File: config.mk
export PLATFORM = sky130hd
export DESIGN_NAME = cpu_ctrl
export DESIGN_NICKNAME = d
export VERILOG_FILES = /design/src/rtl/cpu_pkg.sv /design/src/rtl/instr_decoder.sv /design/src/rtl/cpu_ctrl.sv
export SDC_FILE = /design/constraint.sdc
export NUM_CORES = 1
export LEC_CHECK = 0
export CAP_MARGIN = 20
export CORE_MARGIN = 2
export CORE_UTILIZATION = 36
export CTS_CLUSTER_SIZE = 28
export DETAILED_ROUTE_END_ITERATION = 8
export PLACE_DENSITY = 0.84
export SLEW_MARGIN = 20
export SYNTH_ARGS = -nofsm -noshare
export SYNTH_HDL_FRONTEND = slang
export SYNTH_SLANG_ARGS = --single-unit
File: constraint.sdc
create_clock -name clk -period 1.5 [get_ports clk]
set_input_delay 0.375 -clock clk [delete_from_list [all_inputs] [get_ports clk]]
set_output_delay 0.375 -clock clk [all_outputs]
set_load 0.05 [all_outputs]
File: src/rtl/cpu_pkg.sv
// cpu_pkg: shared state/instruction types, opcode and ALU constants, IR field positions
package cpu_pkg;
  typedef enum logic [2:0] {S_WAIT, S_DECODE, S_GET_A, S_GET_B, S_ALU, S_WR_RD, S_WR_IMM} ctrl_state_t;
  typedef enum logic [2:0] {I_NONE, I_MOV_IMM, I_MOV_REG, I_ADD, I_CMP, I_AND, I_MVN} instr_kind_t;
  localparam logic [2:0] OPC_MOV = 3'b110;
  localparam logic [2:0] OPC_ALU = 3'b101;
  localparam logic [1:0] OP_MOV_IMM = 2'b10;
  localparam logic [1:0] OP_MOV_REG = 2'b00;
  localparam logic [1:0] ALU_ADD = 2'b00;
  localparam logic [1:0] ALU_SUB = 2'b01;
  localparam logic [1:0] ALU_AND = 2'b10;
  localparam logic [1:0] ALU_MVN = 2'b11;
  localparam int OPC_LSB = 13;
  localparam int OP_LSB = 11;
  localparam int RN_LSB = 8;
  localparam int RD_LSB = 5;
  localparam int SH_LSB = 3;
  localparam int RM_LSB = 0;
  function automatic logic [15:0] sext8(input logic [7:0] v);
    return {{8{v[7]}}, v};
  endfunction
endpackage

File: src/rtl/instr_decoder.sv
// instr_decoder: splits IR into register/shift fields, sign-extends imm8 and classifies the instruction
module instr_decoder
  import cpu_pkg::*;
(
  input  logic [15:0]  i_ir,
  output instr_kind_t  o_kind,
  output logic [2:0]   o_rn,
  output logic [2:0]   o_rd,
  output logic [2:0]   o_rm,
  output logic [1:0]   o_op,
  output logic [1:0]   o_shift,
  output logic [15:0]  o_sximm8
);
  logic [2:0] w_opc;
  assign w_opc    = i_ir[OPC_LSB +: 3];
  assign o_op     = i_ir[OP_LSB +: 2];
  assign o_rn     = i_ir[RN_LSB +: 3];
  assign o_rd     = i_ir[RD_LSB +: 3];
  assign o_shift  = i_ir[SH_LSB +: 2];
  assign o_rm     = i_ir[RM_LSB +: 3];
  assign o_sximm8 = sext8(i_ir[7:0]);
  // anything outside the six supported opcode/op pairs is I_NONE
  always_comb begin
    o_kind = I_NONE;
    if (w_opc == OPC_MOV)
      o_kind = o_op == OP_MOV_IMM ? I_MOV_IMM : o_op == OP_MOV_REG ? I_MOV_REG : I_NONE;
    else if (w_opc == OPC_ALU)
      case (o_op)
        ALU_ADD: o_kind = I_ADD;
        ALU_SUB: o_kind = I_CMP;
        ALU_AND: o_kind = I_AND;
        ALU_MVN: o_kind = I_MVN;
        default: o_kind = I_NONE;
      endcase
  end
endmodule

File: src/rtl/cpu_ctrl.sv
// cpu_ctrl: instruction register plus Moore control FSM driving the datapath strobes
module cpu_ctrl
  import cpu_pkg::*;
(
  input  logic        clk,
  input  logic        reset,
  input  logic [15:0] in,
  input  logic        load,
  input  logic        s,
  output logic        w,
  output logic [15:0] datapath_in,
  output logic        vsel,
  output logic [2:0]  writenum,
  output logic [2:0]  readnum,
  output logic        write,
  output logic        loada,
  output logic        loadb,
  output logic        loadc,
  output logic        loads,
  output logic        asel,
  output logic        bsel,
  output logic [1:0]  shift,
  output logic [1:0]  ALUop
);
  logic [15:0] r_ir;
  ctrl_state_t r_state, w_next;
  instr_kind_t w_kind;
  logic [2:0] w_rn, w_rd, w_rm;
  logic [1:0] w_op, w_shift;
  logic w_unary;
  instr_decoder u_dec (
    .i_ir(r_ir), .o_kind(w_kind), .o_rn(w_rn), .o_rd(w_rd), .o_rm(w_rm),
    .o_op(w_op), .o_shift(w_shift), .o_sximm8(datapath_in)
  );
  assign bsel = 1'b0;
  assign w_unary = w_kind == I_MOV_REG || w_kind == I_MVN;
  // state register; IR only loads while idle so a busy instruction cannot be disturbed
  always_ff @(posedge clk) begin
    if (reset) begin
      r_state <= S_WAIT;
      r_ir    <= '0;
    end else begin
      r_state <= w_next;
      if (r_state == S_WAIT && load) r_ir <= in;
    end
  end
  // next state and Moore outputs; every strobe defaults low and is raised only in its own state
  always_comb begin
    w_next   = S_WAIT;
    w        = 1'b0;
    vsel     = 1'b0;
    writenum = '0;
    readnum  = '0;
    write    = 1'b0;
    loada    = 1'b0;
    loadb    = 1'b0;
    loadc    = 1'b0;
    loads    = 1'b0;
    asel     = 1'b0;
    shift    = '0;
    ALUop    = '0;
    case (r_state)
      S_WAIT: begin
        w      = 1'b1;
        w_next = s ? S_DECODE : S_WAIT;
      end
      S_DECODE:
        w_next = w_kind == I_MOV_IMM ? S_WR_IMM :
                 w_unary ? S_GET_B :
                 w_kind == I_NONE ? S_WAIT : S_GET_A;
      S_GET_A: begin
        readnum = w_rn;
        loada   = 1'b1;
        w_next  = S_GET_B;
      end
      S_GET_B: begin
        readnum = w_rm;
        loadb   = 1'b1;
        w_next  = S_ALU;
      end
      S_ALU: begin
        shift  = w_shift;
        ALUop  = w_kind == I_MOV_REG ? ALU_ADD : w_op;
        asel   = w_unary;
        loadc  = w_kind != I_CMP;
        loads  = w_kind == I_CMP;
        w_next = w_kind == I_CMP ? S_WAIT : S_WR_RD;
      end
      S_WR_RD: begin
        writenum = w_rd;
        write    = 1'b1;
      end
      S_WR_IMM: begin
        vsel     = 1'b1;
        writenum = w_rn;
        write    = 1'b1;
      end
      default: w_next = S_WAIT;
    endcase
  end
endmodule

==> flow_metrics.tcl, run 1 <==
set metrics [dict create \
    ys.flop_type "dfxtp_1" \
    dpl_cell_area_mm2 0.00221 \
    worst_hold_path.endpoint "r_ir[8]" \
    synth_nets 178 \
    area_delta_synth_final_pct 118 \
    synth.most_common_cell "nand2_1" \
    start_util_pct 37.4 \
    max_freq_ghz 0.505 \
    fin_crit_sh_pct 132 \
    n_antenna_cell 0 \
    synth_cell_type_count 29 \
    die_x_um 60.1 \
    ys_seq_elements 19 \
    setup_ws_ns -0.481 \
    rr_endpoint "r_ir[4]" \
    fin_worst_skew_ns 0.00321 \
    finalHoldViolations 0 \
    critical_path.max_stage_delay_ns 0.37 \
    p_total_mw 1.37 \
    failed_checks "setup timing" \
    num_rows 20 \
    multi_input_area_um2 811 \
    vias 1344 \
    worstPathRequired_ns 1.12 \
    grt_max_degree 17 \
    die_h_um 60.1 \
    nets 245 \
    path_cells "inv_2, ha_4, and3b_2, a21oi_4, and2_4, buf_12" \
    r2r-start "r_state[2]" \
    fp.coreArea_mm2 0.00303 \
    crit_path_end_kind "primary output" \
    ios 55 \
    reg2reg_slack_ns 0.02 \
    gp_congestion 0.893 \
    cap_viol_max_count 0 \
    antenna_found_initial 0 \
    p_leak_nw 0.972 \
    htree_num_levels 1 \
    drive_gt1_share_pct 54.8 \
    die_area_mm2 0.00361 \
    hold_depth 2 \
    worstSetupPathType "flip-flop to primary output" \
    seq_area_frac_synth_pct 33.6 \
    viasPerCell 5.07 \
    drtAntennaViolNets 0 \
    insertion_delay_ns 0.30 \
    hpwl_um 2610 \
    port_buffers 53 \
    hold_class "flip-flop to flip-flop" \
    grt_pass1_vias 1304 \
    place_ws_ns -0.126 \
    hold_buffers 0 \
    async_reset_ff_share_pct 0 \
    fillCellCount 165 \
    clk_pin_slew_worst_paths_ns 0.11 \
    layout_min_cycle_time_ns 1.98 \
    grt_pass1_wl_um 5940 \
    syn_area_per_cell_um2 7.30 \
    seq_area_um2 395 \
    track_usage_pct 21.9 \
    drcViolationCount 0 \
    syn-instance-count 155 \
    worstPathArrival_ns 1.61 \
    fin_util_pct 81.6 \
    grt_setup_unrepaired "true" \
    min_from "r_ir[8]" \
    synth-edff-count 0 \
    slew_violations 0 \
    clockBufferDepth 2 \
    routed_wl_um 3930 \
    yosysWarnings 0 \
    design_area_mm2 0.00247 \
    worstRegToRegCells 7 \
    netlist_area_mm2 0.00113 \
    finalSetupViolCount 18 \
    vdd_ir_drop_max_mv 0.493 \
    yosysTopAreaCell "dfxtp_1" \
    cts_tree "built" \
    cts_num_sinks 19 \
    cp-start-kind "flip-flop" \
    drt-pass1-iter-count 4 \
    drt_iter0_drc 54 \
    netlist_top_cells_area "dfxtp_1 34%, buf_4 12%, nand2_1 12%" \
    numCtsBuffers 3 \
    crit_fanout 3 \
    grt-ovfl-total 0 \
    wl_per_cell_um 14.8 \
    yosys-top-cells-count "36 x nand2_1, 19 x a21oi_1, 19 x dfxtp_1, 18 x buf_4, 9 x nor2_1" \
    status "finished with violations" \
    yosysTopAreaCellShare_pct 33.6 \
    powerDensity_mw_per_mm2 556 \
    cp_slowest_cell "dfxtp_2" \
    clockRootBuffer "clkbuf_4" \
]
[worst max-delay path, delay by kind of cell, from the launching register on]
kind | cells | cell delay (ns)
adders and majority gates | 1 | 0.16
and+or+nand+nor | 2 | 0.43
AOI/OAI and AO/OA | 1 | 0.15
DFF | 1 | 0.37
buffers and inverters | 2 | 0.20
[flip-flops by register name, indices dropped and copies added, names as in the netlist]
register  cells
r_state       3
r_ir         16
[per-stage QoR]
| step | instances | hold WS [ns] | setup TNS (ns) |
|---|---|---|---|
| 2_1_floorplan | 155 | 0.445 | -0.800 |
| 3_3_place_gp | 249 | 0.476 | -0.553 |
| 3_5_place_dp | 249 | 0.484 | -0.711 |
| 4_1_cts | 260 | 0.514 | -5.04 |
| 5_1_grt | 265 | 0.542 | -6.71 |
| 6_report | 265 | 0.525 | -5.25 |
[power by group]
part	internal, mW	total, mW	switching [mW]
Combinational	0.272	0.533	0.261
Sequential	0.531	0.574	0.0432
Clock	0.0993	0.266	0.166
[timing repair]
action	CTS	global route
pin swaps	15	4
buffers inserted	7	6
resized for setup	28	11
endpoints found under the setup margin	26	42
[worst max path at each step]
stage / start / endpoint / slack (ns)
2_1_floorplan: r_state[1] / readnum[0] / -0.1
4_1_cts: r_ir[12] / ALUop[1] / -0.45
5_1_grt: r_ir[12] / loadc / -0.55
3_5_place_dp: r_ir[12] / loadc / -0.13
6_report: r_ir[12] / ALUop[1] / -0.48
3_3_place_gp: r_ir[11] / loadc / -0.1
[cell usage in the layout, fill, tap and decap left out, types with 3 or more instances in the layout]
cell,instances
dfxtp_1,13
buf_4,23
a21oi_1,12
a31oi_1,3
dfxtp_4,3
nor2b_4,6
clkbuf_4,3
a21oi_2,6
a22oi_2,3
nor2_4,3
buf_12,34
nand2_1,35
buf_6,9
nor3_4,3
clkdlybuf4s50_1,19
nor2_1,6
a22o_4,3
dfxtp_2,3
and2_4,6
[per-layer routing]
metal	GRT usage, %	vias up	wire, µm
li1	-	634	-
met1	25.0	629	1480
met2	41.3	71	2120
met3	4.55	10	265
met4	4.44	0	57
met5	0	-	0
[cell families (layout without fill, tap and decap cells)]
kind of cell             Yosys count  count (layout)  synth area share (%)
AND/OR/NAND/NOR                   70              70                  29.0
buffers and inverters             29              95                  16.5
adder cells (fa/ha/maj)            3               3                  3.32
other                              1               1                 0.332
flip-flops                        19              19                  33.6
AO/OA/AOI/OAI                     33              33                  17.3
[area by class of cell]
class,count,area share [%]
Clock buffer,3,0.912
Clock inverter,1,0.203
Inverter,5,0.861
Multi-Input combinational cell,107,32.8
Sequential cell,19,16.0
Tap cell,44,2.23
Timing Repair Buffer,86,47.0
No activity file was read; power rests on OpenSTA's default activity.
==> run 2: changes to the inputs <==
- HOLD_SLACK_MARGIN: not set -> 0.15
- PLACE_DENSITY: 0.84 -> not set
- PLACE_DENSITY_LB_ADDON: not set -> 0.1
==> run 2 against run 1 <==
- the flow still finishes with violations (setup timing)
- clock power hardly changed
- via count is 1.8% lower
- power is 4.2% higher
- core utilization is 5.1 points higher
- hold slack better by 0.0077 ns
- clock skew is 0.0053 ns higher
- sequential power hardly changed
- setup slack better by 0.043 ns
- clock-buffer cell count stayed put
- first-iteration DRC count is 35% higher
- register-to-register slack worse by 0.13 ns
- critical path depth stayed put
- critical endpoint unchanged
==> flow_metrics.tcl, run 2 (same netlist as run 1, synthesis figures left out) <==
set metrics [dict create \
    status "finished with violations" \
    failed_checks "setup timing" \
    crit_fanout 3 \
    powerDensity_mw_per_mm2 545 \
    clockBufferDepth 2 \
    max_freq_ghz 0.516 \
    fin_worst_skew_ns 0.00855 \
    drt-pass1-iter-count 4 \
    die_h_um 60.1 \
    layout_min_cycle_time_ns 1.94 \
    place_ws_ns -0.127 \
    vias 1320 \
    cap_viol_max_count 0 \
    clockRootBuffer "clkbuf_4" \
    vdd_ir_drop_max_mv 0.421 \
    fin_cells 265 \
    grt_pass1_wl_um 6220 \
    gp_congestion 0.898 \
    grt_max_degree 17 \
    top_register "r_ir" \
    fin_crit_sh_pct 129 \
    final_common_cell "buf_12" \
    viasPerCell 4.98 \
    port_buffers 53 \
    clk_pin_slew_worst_paths_ns 0.12 \
    hold_class "flip-flop to flip-flop" \
    hpwl_um 2670 \
    wl_per_cell_um 17.0 \
    routed_wl_um 4500 \
    highest_layer "met4" \
    drt_iter0_drc 73 \
    track_usage_pct 23.0 \
    htree_num_levels 1 \
    hold_buffers 0 \
    n_antenna_cell 0 \
    crit_path_end_kind "primary output" \
    cts_tree "built" \
    dpl_cell_area_mm2 0.00223 \
    finalHoldViolations 0 \
    whs_ns 0.533 \
    ios 55 \
    largest_register_ffs 16 \
    cts_num_sinks 19 \
    final_cell_mix "34 x buf_12, 21 x buf_4, 20 x nand2_1, 19 x clkdlybuf4s50_1" \
    worstPathArrival_ns 1.56 \
    area_delta_synth_final_pct 132 \
    drcViolationCount 0 \
    cp-start-kind "flip-flop" \
    slew_violations 0 \
    numCtsBuffers 3 \
    fp.coreArea_mm2 0.00303 \
    drtAntennaViolNets 0 \
    wl_met3_um 248 \
    p_total_mw 1.43 \
    finalSetupViolCount 34 \
    antenna_found_initial 0 \
    grt_setup_unrepaired "true" \
    reg2reg_slack_ns -0.11 \
    drive_gt1_share_pct 65.2 \
    grt_pass1_vias 1306 \
    largestRegisters "r_ir x16, r_state x3" \
    grt-ovfl-total 0 \
    die_x_um 60.1 \
    dr_wl_met2_um 2380 \
    nets 245 \
    design_area_mm2 0.00262 \
    die_area_mm2 0.00361 \
    p_leak_nw 1.05 \
    setup_ws_ns -0.438 \
    insertion_delay_ns 0.30 \
    dp.cells 252 \
    worstSetupPathType "flip-flop to primary output" \
    worstPathRequired_ns 1.12 \
    start_util_pct 37.4 \
    drt-met1-wl_um 1840 \
    num_rows 20 \
]
==> run 2: changes by cell type in the layout (fill, tap and decap cells not counted), moves of 2 or more <==
cell / delta
nand2_1: -15
buf_4: -2
a21oi_1: -8
a21oi_2: +8
nand2_4: +12
dfxtp_2: -2
nand2_2: +3
==> run 2: final timing paths <==
path | from | end | cells after the start
worst max register to register | r_state[1] | r_ir[10] | 8
worst min register to register | r_ir[4] | r_ir[4] | 2
worst max-delay path | r_ir[12] | ALUop[1] | 6
worst min-delay path | r_ir[4] | r_ir[4] | 2
==> run 2: cell type report <==
class                   instances  area, µm²
clock buffers                   3       22.5
flip-flops and latches         19        397
fillers                       144        404
repair buffers                 86       1180
clock inverters                 1       5.00
multi-input cells             107        940
inverters                       5       23.8
well taps                      44       55.1
==> run 2: what timing repair did <==
action                     4_1_cts  5_1_grt
buffers inserted                 8        1
gates resized for setup         33       42
cloned                           0        1
pin swaps                       17       32
setup endpoints to repair       18       36
==> run 2: where the power goes <==
part | total [mW] | switching [mW] | internal (mW)
logic | 0.591 | 0.303 | 0.288
clock network | 0.266 | 0.167 | 0.0992
registers | 0.573 | 0.0437 | 0.529
==> run 2: critical path, cell delays in order, from the launching register on <==
cell and delay [ns]:
dfxtp_4 0.39, inv_4 0.05, ha_4 0.15, and3b_2 0.24, a21oi_4 0.14, and2_4 0.17
buf_12 0.13
==> run 2: layer usage <==
metal / GRT usage [%] / vias up
li1: - / 631
met4: 6.03 / 0
met2: 39.1 / 57
met5: 0 / -
met1: 30.4 / 628
met3: 3.03 / 4
==> run 2: through the flow <==
stage / utilization, % / setup TNS, ns
after detailed placement: 73.7 / -0.632
final: 86.7 / -6.15
after CTS: 80.3 / -4.83
after floorplan: - / -0.800
after global routing: 86.7 / -8.05
after global placement: 73.7 / -0.276
